--- src/rtl/mips_pkg.sv ---
// Shared definitions for the instruction fetch unit: the fetch state encoding and
// the fixed instruction constants.
package mips_pkg;

    typedef enum logic [1:0] {
        IDLE    = 2'd0,
        REQ     = 2'd1,
        WAIT    = 2'd2,
        DELIVER = 2'd3
    } fetch_state_e;

    localparam logic [31:0] NOP_INSTR  = 32'h0000_0000;
    localparam logic [31:0] WORD_BYTES = 32'd4;

endpackage

--- src/rtl/instr_fetch_unit_if.sv ---
// Instruction memory read bus: the fetch unit is the master and the memory is the slave.
interface instr_fetch_unit_if;

    logic        mem_req;
    logic [31:0] mem_addr;
    logic        mem_ready;
    logic [31:0] mem_rdata;

    modport master (output mem_req, output mem_addr, input mem_ready, input mem_rdata);
    modport slave  (input mem_req, input mem_addr, output mem_ready, output mem_rdata);

endinterface

--- src/rtl/instr_fetch_unit_pc_reg.sv ---
// Program counter with immediate load, completion update and a pending redirect
// that is held while a fetch is in flight and applied on the return to IDLE.
module pc_reg
    import mips_pkg::*;
#(
    parameter logic [31:0] RESET_PC = 32'h0000_0000
) (
    input  logic        clk,
    input  logic        rst_n,
    input  logic        load_now,
    input  logic        load_pend,
    input  logic [31:0] pc_next,
    input  logic        incr,
    input  logic [31:0] incr_val,
    input  logic        enter_idle,
    output logic [31:0] pc_out,
    output logic [31:0] pc_plus4
);

    logic [31:0] pc_q, pc_d;
    logic [31:0] plus4_q, plus4_d;
    logic [31:0] pend_pc_q, pend_pc_d;
    logic        pend_v_q, pend_v_d;

    always_comb begin
        pc_d      = pc_q;
        plus4_d   = plus4_q;
        pend_pc_d = pend_pc_q;
        pend_v_d  = pend_v_q;
        if (load_pend) begin
            pend_v_d  = 1'b1;
            pend_pc_d = pc_next;
        end
        if (incr) begin
            pc_d    = incr_val;
            plus4_d = incr_val;
        end
        // A redirect seen during the fetch wins over the sequential +4 value.
        if (enter_idle && (pend_v_q || load_pend)) begin
            pc_d     = load_pend ? pc_next : pend_pc_q;
            pend_v_d = 1'b0;
        end
        if (load_now) begin
            pc_d = pc_next;
        end
    end

    always_ff @(posedge clk) begin
        if (!rst_n) begin
            pc_q      <= RESET_PC;
            plus4_q   <= RESET_PC + WORD_BYTES;
            pend_pc_q <= '0;
            pend_v_q  <= 1'b0;
        end else begin
            pc_q      <= pc_d;
            plus4_q   <= plus4_d;
            pend_pc_q <= pend_pc_d;
            pend_v_q  <= pend_v_d;
        end
    end

    assign pc_out   = pc_q;
    assign pc_plus4 = plus4_q;

endmodule

--- src/rtl/instr_fetch_unit.sv ---
// Instruction fetch sequencer: IDLE -> REQ -> WAIT -> DELIVER, writes the IR via ir_w.
// Define FETCH_TIMEOUT_EN to bound WAIT and complete with a NOP plus sticky fetch_err.
module instr_fetch_unit
    import mips_pkg::*;
#(
    parameter logic [31:0] RESET_PC = 32'h0000_0000,
    parameter int          TIMEOUT  = 15,
    parameter int          TO_W     = 4
) (
    input  logic                clk,
    input  logic                rst_n,
    input  logic                fetch_en,
    input  logic                pc_load,
    input  logic [31:0]         pc_next,
    instr_fetch_unit_if.master  mem,
    output logic [31:0]         ir_data,
    output logic                ir_w,
    output logic                fetch_done,
    output logic                busy,
    output logic [31:0]         pc_out,
    output logic [31:0]         pc_plus4
`ifdef FETCH_TIMEOUT_EN
    ,
    output logic                fetch_err
`endif
);

    if (TIMEOUT >= (1 << TO_W)) begin : g_bad_timeout
        $error("TIMEOUT must be representable in TO_W bits");
    end

    fetch_state_e state_q, state_d;
    logic        req_q, req_d;
    logic [31:0] addr_q, addr_d;
    logic [31:0] ir_data_q, ir_data_d;
    logic        ir_w_q, ir_w_d;
    logic        busy_q, busy_d;
    logic        complete;
    logic [31:0] pc_cur;
    logic [31:0] pc_aligned;

`ifdef FETCH_TIMEOUT_EN
    logic [TO_W-1:0] to_q, to_d;
    logic            err_q, err_d;
`endif

    assign pc_aligned = {pc_next[31:2], 2'b00};

    always_comb begin
        state_d   = state_q;
        req_d     = req_q;
        addr_d    = addr_q;
        ir_data_d = ir_data_q;
        ir_w_d    = 1'b0;
        complete  = 1'b0;
`ifdef FETCH_TIMEOUT_EN
        to_d      = to_q;
        err_d     = err_q;
`endif
        case (state_q)
            IDLE: begin
                if (fetch_en) begin
                    state_d = REQ;
                    req_d   = 1'b1;
                    addr_d  = pc_load ? pc_aligned : pc_cur;
`ifdef FETCH_TIMEOUT_EN
                    to_d    = '0;
`endif
                end
            end
            REQ, WAIT: begin
                if (mem.mem_ready) begin
                    state_d   = DELIVER;
                    req_d     = 1'b0;
                    ir_data_d = mem.mem_rdata;
                    ir_w_d    = 1'b1;
                    complete  = 1'b1;
                end else begin
                    state_d = WAIT;
`ifdef FETCH_TIMEOUT_EN
                    // Only WAIT cycles count; the REQ cycle is not part of the budget.
                    if (state_q == WAIT) begin
                        if (to_q == TO_W'(TIMEOUT - 1)) begin
                            state_d   = DELIVER;
                            req_d     = 1'b0;
                            ir_data_d = NOP_INSTR;
                            ir_w_d    = 1'b1;
                            complete  = 1'b1;
                            err_d     = 1'b1;
                        end else begin
                            to_d = to_q + TO_W'(1);
                        end
                    end
`endif
                end
            end
            DELIVER: state_d = IDLE;
            default: state_d = IDLE;
        endcase
        busy_d = (state_d != IDLE);
    end

    always_ff @(posedge clk) begin
        if (!rst_n) begin
            state_q   <= IDLE;
            req_q     <= 1'b0;
            addr_q    <= '0;
            ir_data_q <= '0;
            ir_w_q    <= 1'b0;
            busy_q    <= 1'b0;
`ifdef FETCH_TIMEOUT_EN
            to_q      <= '0;
            err_q     <= 1'b0;
`endif
        end else begin
            state_q   <= state_d;
            req_q     <= req_d;
            addr_q    <= addr_d;
            ir_data_q <= ir_data_d;
            ir_w_q    <= ir_w_d;
            busy_q    <= busy_d;
`ifdef FETCH_TIMEOUT_EN
            to_q      <= to_d;
            err_q     <= err_d;
`endif
        end
    end

    pc_reg #(.RESET_PC(RESET_PC)) u_pc_reg (
        .clk        (clk),
        .rst_n      (rst_n),
        .load_now   (pc_load && (state_q == IDLE)),
        .load_pend  (pc_load && (state_q != IDLE)),
        .pc_next    (pc_aligned),
        .incr       (complete),
        .incr_val   (addr_q + WORD_BYTES),
        .enter_idle (state_q == DELIVER),
        .pc_out     (pc_cur),
        .pc_plus4   (pc_plus4)
    );

    assign mem.mem_req  = req_q;
    assign mem.mem_addr = addr_q;
    assign ir_data      = ir_data_q;
    assign ir_w         = ir_w_q;
    assign fetch_done   = ir_w_q;
    assign busy         = busy_q;
    assign pc_out       = pc_cur;
`ifdef FETCH_TIMEOUT_EN
    assign fetch_err    = err_q;
`endif

endmodule

--- src/flat_wrapper.sv ---
// flat-port wrapper written by rule: the top's interface ports become plain ports
module instr_fetch_unit_flat import mips_pkg::*;
#(
    parameter logic [31:0] RESET_PC = 32'h0000_0000,
    parameter int          TIMEOUT  = 15,
    parameter int          TO_W     = 4
)
  (clk, rst_n, fetch_en, pc_load, pc_next, ir_data, ir_w, fetch_done, busy, pc_out, pc_plus4, mem_mem_req, mem_mem_addr, mem_mem_ready, mem_mem_rdata);
  instr_fetch_unit_if mem_i ();
  input  logic clk;
  input  logic rst_n;
  input  logic fetch_en;
  input  logic pc_load;
  input  logic [31:0] pc_next;
  output logic [31:0] ir_data;
  output logic ir_w;
  output logic fetch_done;
  output logic busy;
  output logic [31:0] pc_out;
  output logic [31:0] pc_plus4;
  output wire logic [$bits(mem_i.mem_req)-1:0] mem_mem_req;
  output wire logic [$bits(mem_i.mem_addr)-1:0] mem_mem_addr;
  input wire logic [$bits(mem_i.mem_ready)-1:0] mem_mem_ready;
  input wire logic [$bits(mem_i.mem_rdata)-1:0] mem_mem_rdata;
  assign mem_mem_req = mem_i.mem_req;
  assign mem_mem_addr = mem_i.mem_addr;
  assign mem_i.mem_ready = mem_mem_ready;
  assign mem_i.mem_rdata = mem_mem_rdata;
  instr_fetch_unit #(.RESET_PC(RESET_PC), .TIMEOUT(TIMEOUT), .TO_W(TO_W)) u_core (.clk(clk), .rst_n(rst_n), .fetch_en(fetch_en), .pc_load(pc_load), .pc_next(pc_next), .mem(mem_i), .ir_data(ir_data), .ir_w(ir_w), .fetch_done(fetch_done), .busy(busy), .pc_out(pc_out), .pc_plus4(pc_plus4));
endmodule
--- config.mk ---
export PLATFORM = sky130hd
export DESIGN_NAME = instr_fetch_unit_flat
export DESIGN_NICKNAME = d
export VERILOG_FILES = /design/src/rtl/mips_pkg.sv /design/src/rtl/instr_fetch_unit_if.sv /design/src/rtl/instr_fetch_unit_pc_reg.sv /design/src/rtl/instr_fetch_unit.sv /design/src/flat_wrapper.sv
export SDC_FILE = /design/constraint.sdc
export NUM_CORES = 1
export LEC_CHECK = 0
export ABC_AREA = 1
export BUFFER_PORTS_ARGS = -buffer_cell sky130_fd_sc_hd__buf_2
export CORE_MARGIN = 5
export CORE_UTILIZATION = 40
export CTS_BUF_LIST = sky130_fd_sc_hd__clkbuf_4
export CTS_CLUSTER_DIAMETER = 50
export DETAILED_ROUTE_END_ITERATION = 10
export HOLD_SLACK_MARGIN = 0.05
export PLACE_DENSITY = 0.72
export SLEW_MARGIN = 20
export SYNTH_ARGS = -nofsm -noshare
export SYNTH_HDL_FRONTEND = slang
export SYNTH_SLANG_ARGS = --single-unit
--- constraint.sdc ---
create_clock -name clk -period 2.3 [get_ports clk]
set_input_delay 0 -clock clk [delete_from_list [all_inputs] [get_ports clk]]
set_output_delay 0 -clock clk [all_outputs]
set_load 0.01 [all_outputs]
After elaboration in Yosys (flattened, before gate mapping)
Index checks and enable logic that the tools add are counted.
{"block": "word_totals", "ff_bits": 166, "inputBits": 69, "output_inout_bits": 132, "mem_bits_rw": 0, "mem_count": 0, "rom_bits": 0, "elab_cells": 47, "latchBits": 0}
{"block": "op_classes", "bitwise_logic": 1, "eq_ne": 5, "reduce_logical": 16, "addsub": 1, "n_lt_le_gt_ge": 0, "n_mul": 0, "muxes": 13, "n_shift": 0, "n_div": 0}
{"operator": "$mux 32", "n": 5}
{"operator": "$add 32x3->32 const B", "n": 1}
{"operator": "$reduce_bool 2->1", "n": 4}
{"operator": "$pmux 2 s3", "n": 1}
{"operator": "$reduce_or 2->1", "n": 3}
{"operator": "$mux 1", "n": 5}
{"operator": "$eq 2x2->1 const B", "n": 2}
{"operator": "$ne 2x2->1 const B", "n": 2}
{"operator": "$reduce_and 2->1", "n": 2}
{"operator": "$logic_and 1x1->1", "n": 3}
{"operator": "$reduce_and 3->1", "n": 1}
{"operator": "$reduce_bool 3->1", "n": 1}
{"operator": "$eq 2x1->1 const B", "n": 1}
{"operator": "$logic_not 2->1", "n": 1}
{"operator": "$mux 2", "n": 1}
{"operator": "$pmux 1 s2", "n": 1}
{"operator": "$logic_or 1x1->1", "n": 1}
{"operator": "$not 1->1", "n": 1}

Longest topological paths before layout
{"block": "depth", "depth_word": 6, "mapped_depth": 13, "depth_no_buf": 12}

Cells and area by module
From an unflattened synthesis, not the netlist that was laid out.
{"block": "unflattened", "cells_unflattened": 1174, "area_unflattened_um2": 7813.7}
{"module": "pc_reg", "seq_area_each_um2": 1941.9, "cells_per_inst": 631, "area_each_um2": 4215.3, "n_inst": 1}
{"module": "instr_fetch_unit", "seq_area_each_um2": 1381.3, "cells_per_inst": 543, "area_each_um2": 3598.5, "n_inst": 1}

Worst setup path after synthesis
Ideal clock, no wire load.
{"block": "synth_path", "kind": "reg-to-reg", "startpoint": "register u_core.state_q[0]", "endpoint": "register u_core.u_pc_reg.pc_q[25], in the netlist u_core.u_pc_reg.pc_out[25]", "t_arrival_ps": 1556, "synth_period_minus_slack_ps": 1624, "required_time_ps": 2233, "path_buffers": 1, "setup_time_ps": 67, "path_stages_with_launch": 11, "setup_slack_ps": 676, "path_cell_list": "dfxtp_1 -> inv_1 -> ha_1 -> nand2_1 -> nand2_4 -> nor2_4 -> buf_4 -> nand2_1 -> o21ai_0 -> inv_1 -> a21oi_2"}
{"block": "synth_between", "elab_chain_len": 6, "word_cells_on_any_way": 15, "cone_classes": "eq/ne: 3; mux: 4; reduce/logical: 8"}
{"item": "start: declaration", "line": "instr_fetch_unit.sv:32", "rtl": "fetch_state_e state_q, state_d;"}
{"item": "start signal: assignment", "line": "instr_fetch_unit.sv:116", "rtl": "state_q <= state_d;"}
{"item": "$reduce_bool 2->1", "line": "instr_fetch_unit.sv:133", "rtl": ".load_pend (pc_load && (state_q != IDLE)),"}
{"item": "$logic_and 1x1->1", "line": "instr_fetch_unit.sv:133"}
{"item": "$logic_or 1x1->1", "line": "instr_fetch_unit_pc_reg.sv:39", "rtl": "if (enter_idle && (pend_v_q || load_pend)) begin"}
{"item": "$logic_and 1x1->1", "line": "instr_fetch_unit_pc_reg.sv:39"}
{"item": "$mux 32", "line": "instr_fetch_unit_pc_reg.sv:39"}
{"item": "$mux 32", "line": "instr_fetch_unit_pc_reg.sv:43", "rtl": "if (load_now) begin"}
{"item": "end signal: assignment", "line": "instr_fetch_unit_pc_reg.sv:55", "rtl": "pc_q <= pc_d;"}
{"item": "end: declaration", "line": "instr_fetch_unit_pc_reg.sv:20", "rtl": "logic [31:0] pc_q, pc_d;"}
Several ways; a longest one is shown, not always the timed one.
A chain may end at the register's enable or synchronous reset.

Worst setup path in the final report
{"block": "layout_path", "startpoint": "register u_core.state_q[0]", "endpoint": "register u_core.ir_data_q[0], in the netlist u_core.ir_data[0]"}
{"block": "layout_between", "elab_chain_len": 3, "word_cells_on_any_way": 4, "cone_classes": "eq/ne: 2; reduce/logical: 2"}
{"item": "$eq 2x1->1 or $eq 2x2->1 (tied branches)", "line": "instr_fetch_unit.sv:60", "rtl": "case (state_q)"}
{"item": "$reduce_or 2->1 *", "line": "instr_fetch_unit.sv:60"}
{"item": "$reduce_and 2->1 (no line) *"}
{"item": "end signal: assignment", "line": "instr_fetch_unit.sv:119", "rtl": "ir_data_q <= ir_data_d;"}
{"item": "end: declaration", "line": "instr_fetch_unit.sv:35", "rtl": "logic [31:0] ir_data_q, ir_data_d;"}
Mark *: on every way between the ends. The rest lies on a longest branch, timed or not.

==> metrics.yaml <==
outcome: "completed"
synth_flop_cell: "dfxtp_1"
multi_input_comb_area_sq_mm: 0.00347
clock_skew_ns: 0.0215
post-route-min-period_ns: 2.13
setup_violations: 0
met2_usage_pct: 38.0
grt.overflow.total: 0
synth.top_cell.area_share_pct: 43.2
synth_area_leaders: "dfxtp_1 (43%), nand2_1 (9.8%), inv_1 (7.8%), nor2_1 (6.9%), o211ai_1 (6.1%)"
hold_viol_final: 0
avgSynthCellArea_sq_um: 6.96
synth_edf_count: 0
cpPeakStageDelay_ns: 0.58
io_buffers: 198
drtIter0Drc: 603
timing.final.ws_setup_ns: 0.170
cp_slowest_cell: "dlygate4sd3_1"
worstSetupPathType: "flip-flop to flip-flop"
p_leak_uw: 0.00495
rows: 50
core_sq_mm: 0.0188
drv.max_cap_violation_count: 0
vias_per_cell: 4.93
rsz0062_at_grt: "false"
yosysTopAreaCell: "dfxtp_1"
drive_gt1_share_pct: 19.6
drv_slew: 0
grt_pass1_vias: 7729
syn_to_final_growth_pct: 33.5
routedWlPerCell_um: 15.5
die_h_um: 149
clk_path_buf_depth: 2
worst_r2r_path_depth: 7
reg2reg_from: "u_core.state_q[0]"
track_usage_pct: 22.8
cp_cell_sequence: "inv_1 > ha_1 > nand2_1 > buf_6 > o21ai_0 > dlygate4sd3_1 > nor2_1"
root_buffer: "clkbuf_4"
synth_most_common_cell: "nand2_1"
worst-path-max-fanout: 33
drcViolationCount: 0
ys_async_sr_fraction_pct: 0
top_usage_layer: "met2"
die_w_um: 149
ant_nets: 0
synthesis.instances: 1105
drt-total-wl_um: 25800
max_freq_mhz: 469
clkTransAtPathRegs_ns: 0.14
hold_start: "pc_next[5]"
yosysWarnings: 0
arrival_ns: 2.64
yosys-top-cells-count: "nand2_1 (201), dfxtp_1 (166), inv_1 (159)"
hold_depth: 4
dp_hpwl_um: 17200
tightestPinTransition_ns: 0.501
power_density_mw_per_mm2: 824
synth_seq_cells: 166
place_ws_ns: 0.319
syn-cell-area_sq_mm: 0.00769
tns_ns: 0
antenna_found_initial: 1
vias: 8179
grt_max_degree: 93
syn-num-nets: 1178
end_kind: "flip-flop"
worstPathRequired_ns: 2.81
ys_types: 34
h-tree-depth: 4
cts.sinks: 166
fillCellCount: 1771
met1_usage_pct: 28.7
ff_latch_area_sq_mm: 0.00332
gp_congestion: 0.860
timing.final.crit_share_pct: 92.6
cts_made_buffers: 17
start_util_pct: 40.9
irDropWorstVdd_mv: 0.372
clk_latency_ns: 0.59
hold_class: "primary input to flip-flop"
drt-pass1-iter-count: 5
pin_count: 201
grt_pass1_wl_um: 40400
die_area_sq_mm: 0.0221
ys_seq_area_share_pct: 43.2
num-nets-final: 1458
startpoint: "u_core.state_q[0]"
cp-start-kind: "flip-flop"
maxSlewHeadroom_pct: 66.6
met3_usage_pct: 6.55
cts_tree: "yes"
==> power breakdown <==
group	total (uW)	leakage, uW	internal (uW)	switching, uW
clock network	1750	0.000149	597	1150
registers	3760	0.00136	3380	379
logic	2960	0.00344	1180	1780
==> flip-flops by register name (all words and copies together), names as in the netlist <==
name                       cells
u_core.busy                    1
u_core.fetch_done              1
u_core.mem.mem_req             1
u_core.u_pc_reg.pc_out        32
u_core.mem.mem_addr           32
u_core.state_q                 2
u_core.ir_data                32
u_core.u_pc_reg.pend_v_q       1
u_core.u_pc_reg.pc_plus4      32
u_core.u_pc_reg.pend_pc_q     32
==> stage by stage <==
step	power (uW)	cell area, sq um	hold WS [ns]	utilization (%)	cells
2_1_floorplan	5470	7690	0.162	-	1105
3_3_place_gp	6490	8950	0.249	47.5	1522
3_5_place_dp	6540	8950	0.258	47.5	1522
4_1_cts	8490	10300	0.210	54.5	1658
5_1_grt	9050	10300	0.269	54.6	1659
6_report	8460	10300	0.265	54.6	1659
==> kinds of logic (layout without fill, tap and decap cells) <==
kind of cell,after synthesis,in the layout,synth area share (%)
AO/OA/AOI/OAI,265,265,19.7
XOR/XNOR,8,8,0.911
adder cells (fa/ha/maj),4,4,0.650
buffers and inverters,230,523,11.8
flip-flops,166,166,43.2
multiplexers,8,8,1.04
other,0,1,0
AND/OR/NAND/NOR,424,424,22.7
==> critical path: cells and delay by family (launching register included) <==
family / cells / cell delay, ns
buffers and inverters: 3 / 0.92
flip-flops: 1 / 0.36
AND/OR/NAND/NOR: 2 / 0.35
adder cells (fa/ha/maj): 1 / 0.32
AO/OA/AOI/OAI: 1 / 0.10
==> path summary, 6_finish.rpt <==
check                                  to  slack, ns
max                     u_core.ir_data[0]       0.17
min          u_core.u_pc_reg.pend_pc_q[5]       0.27
max reg2reg             u_core.ir_data[0]       0.17
min reg2reg  u_core.u_pc_reg.pend_pc_q[1]       0.45
==> layout by cell type (no fill, tap or decap), types with 5 or more instances in the layout <==
master         instances
a21oi_1               77
buf_2                198
buf_4                 17
clkbuf_4              19
dfxtp_1              166
dlygate4sd3_1        104
inv_1                159
inv_2                  6
inv_6                  5
mux2i_1                8
nand2_1              201
nand3_1               65
nor2_1               142
o211ai_1              63
o21ai_0               92
o21ai_1               22
xor2_1                 6
==> layer usage <==
metal  vias up  share of wire [%]  routed length [um]
met4         0                2.0                 518
met1      3683                 43               11000
met2       325                 46               11900
li1       4122                  -                   -
met5         -                  0                   0
met3        49                9.0                2330
==> cell type report <==
cell class / count / area share (%)
Tap cell: 260 / 3.17
Sequential cell: 166 / 32.3
Multi-Input combinational cell: 709 / 33.7
Clock buffer: 19 / 1.39
Timing Repair Buffer: 324 / 21.9
Inverter: 167 / 6.10
Clock inverter: 13 / 1.34
Antenna cell: 1 / 0.0244
==> repair_timing <==
item                                    in CTS  in global routing
endpoints found under the setup margin       0                 10
hold endpoints to repair                   165                  0
resized for setup                            0                  1
setup buffers                                0                  0
hold buffers                               104                  0
Power figures use the tool's default switching activity.
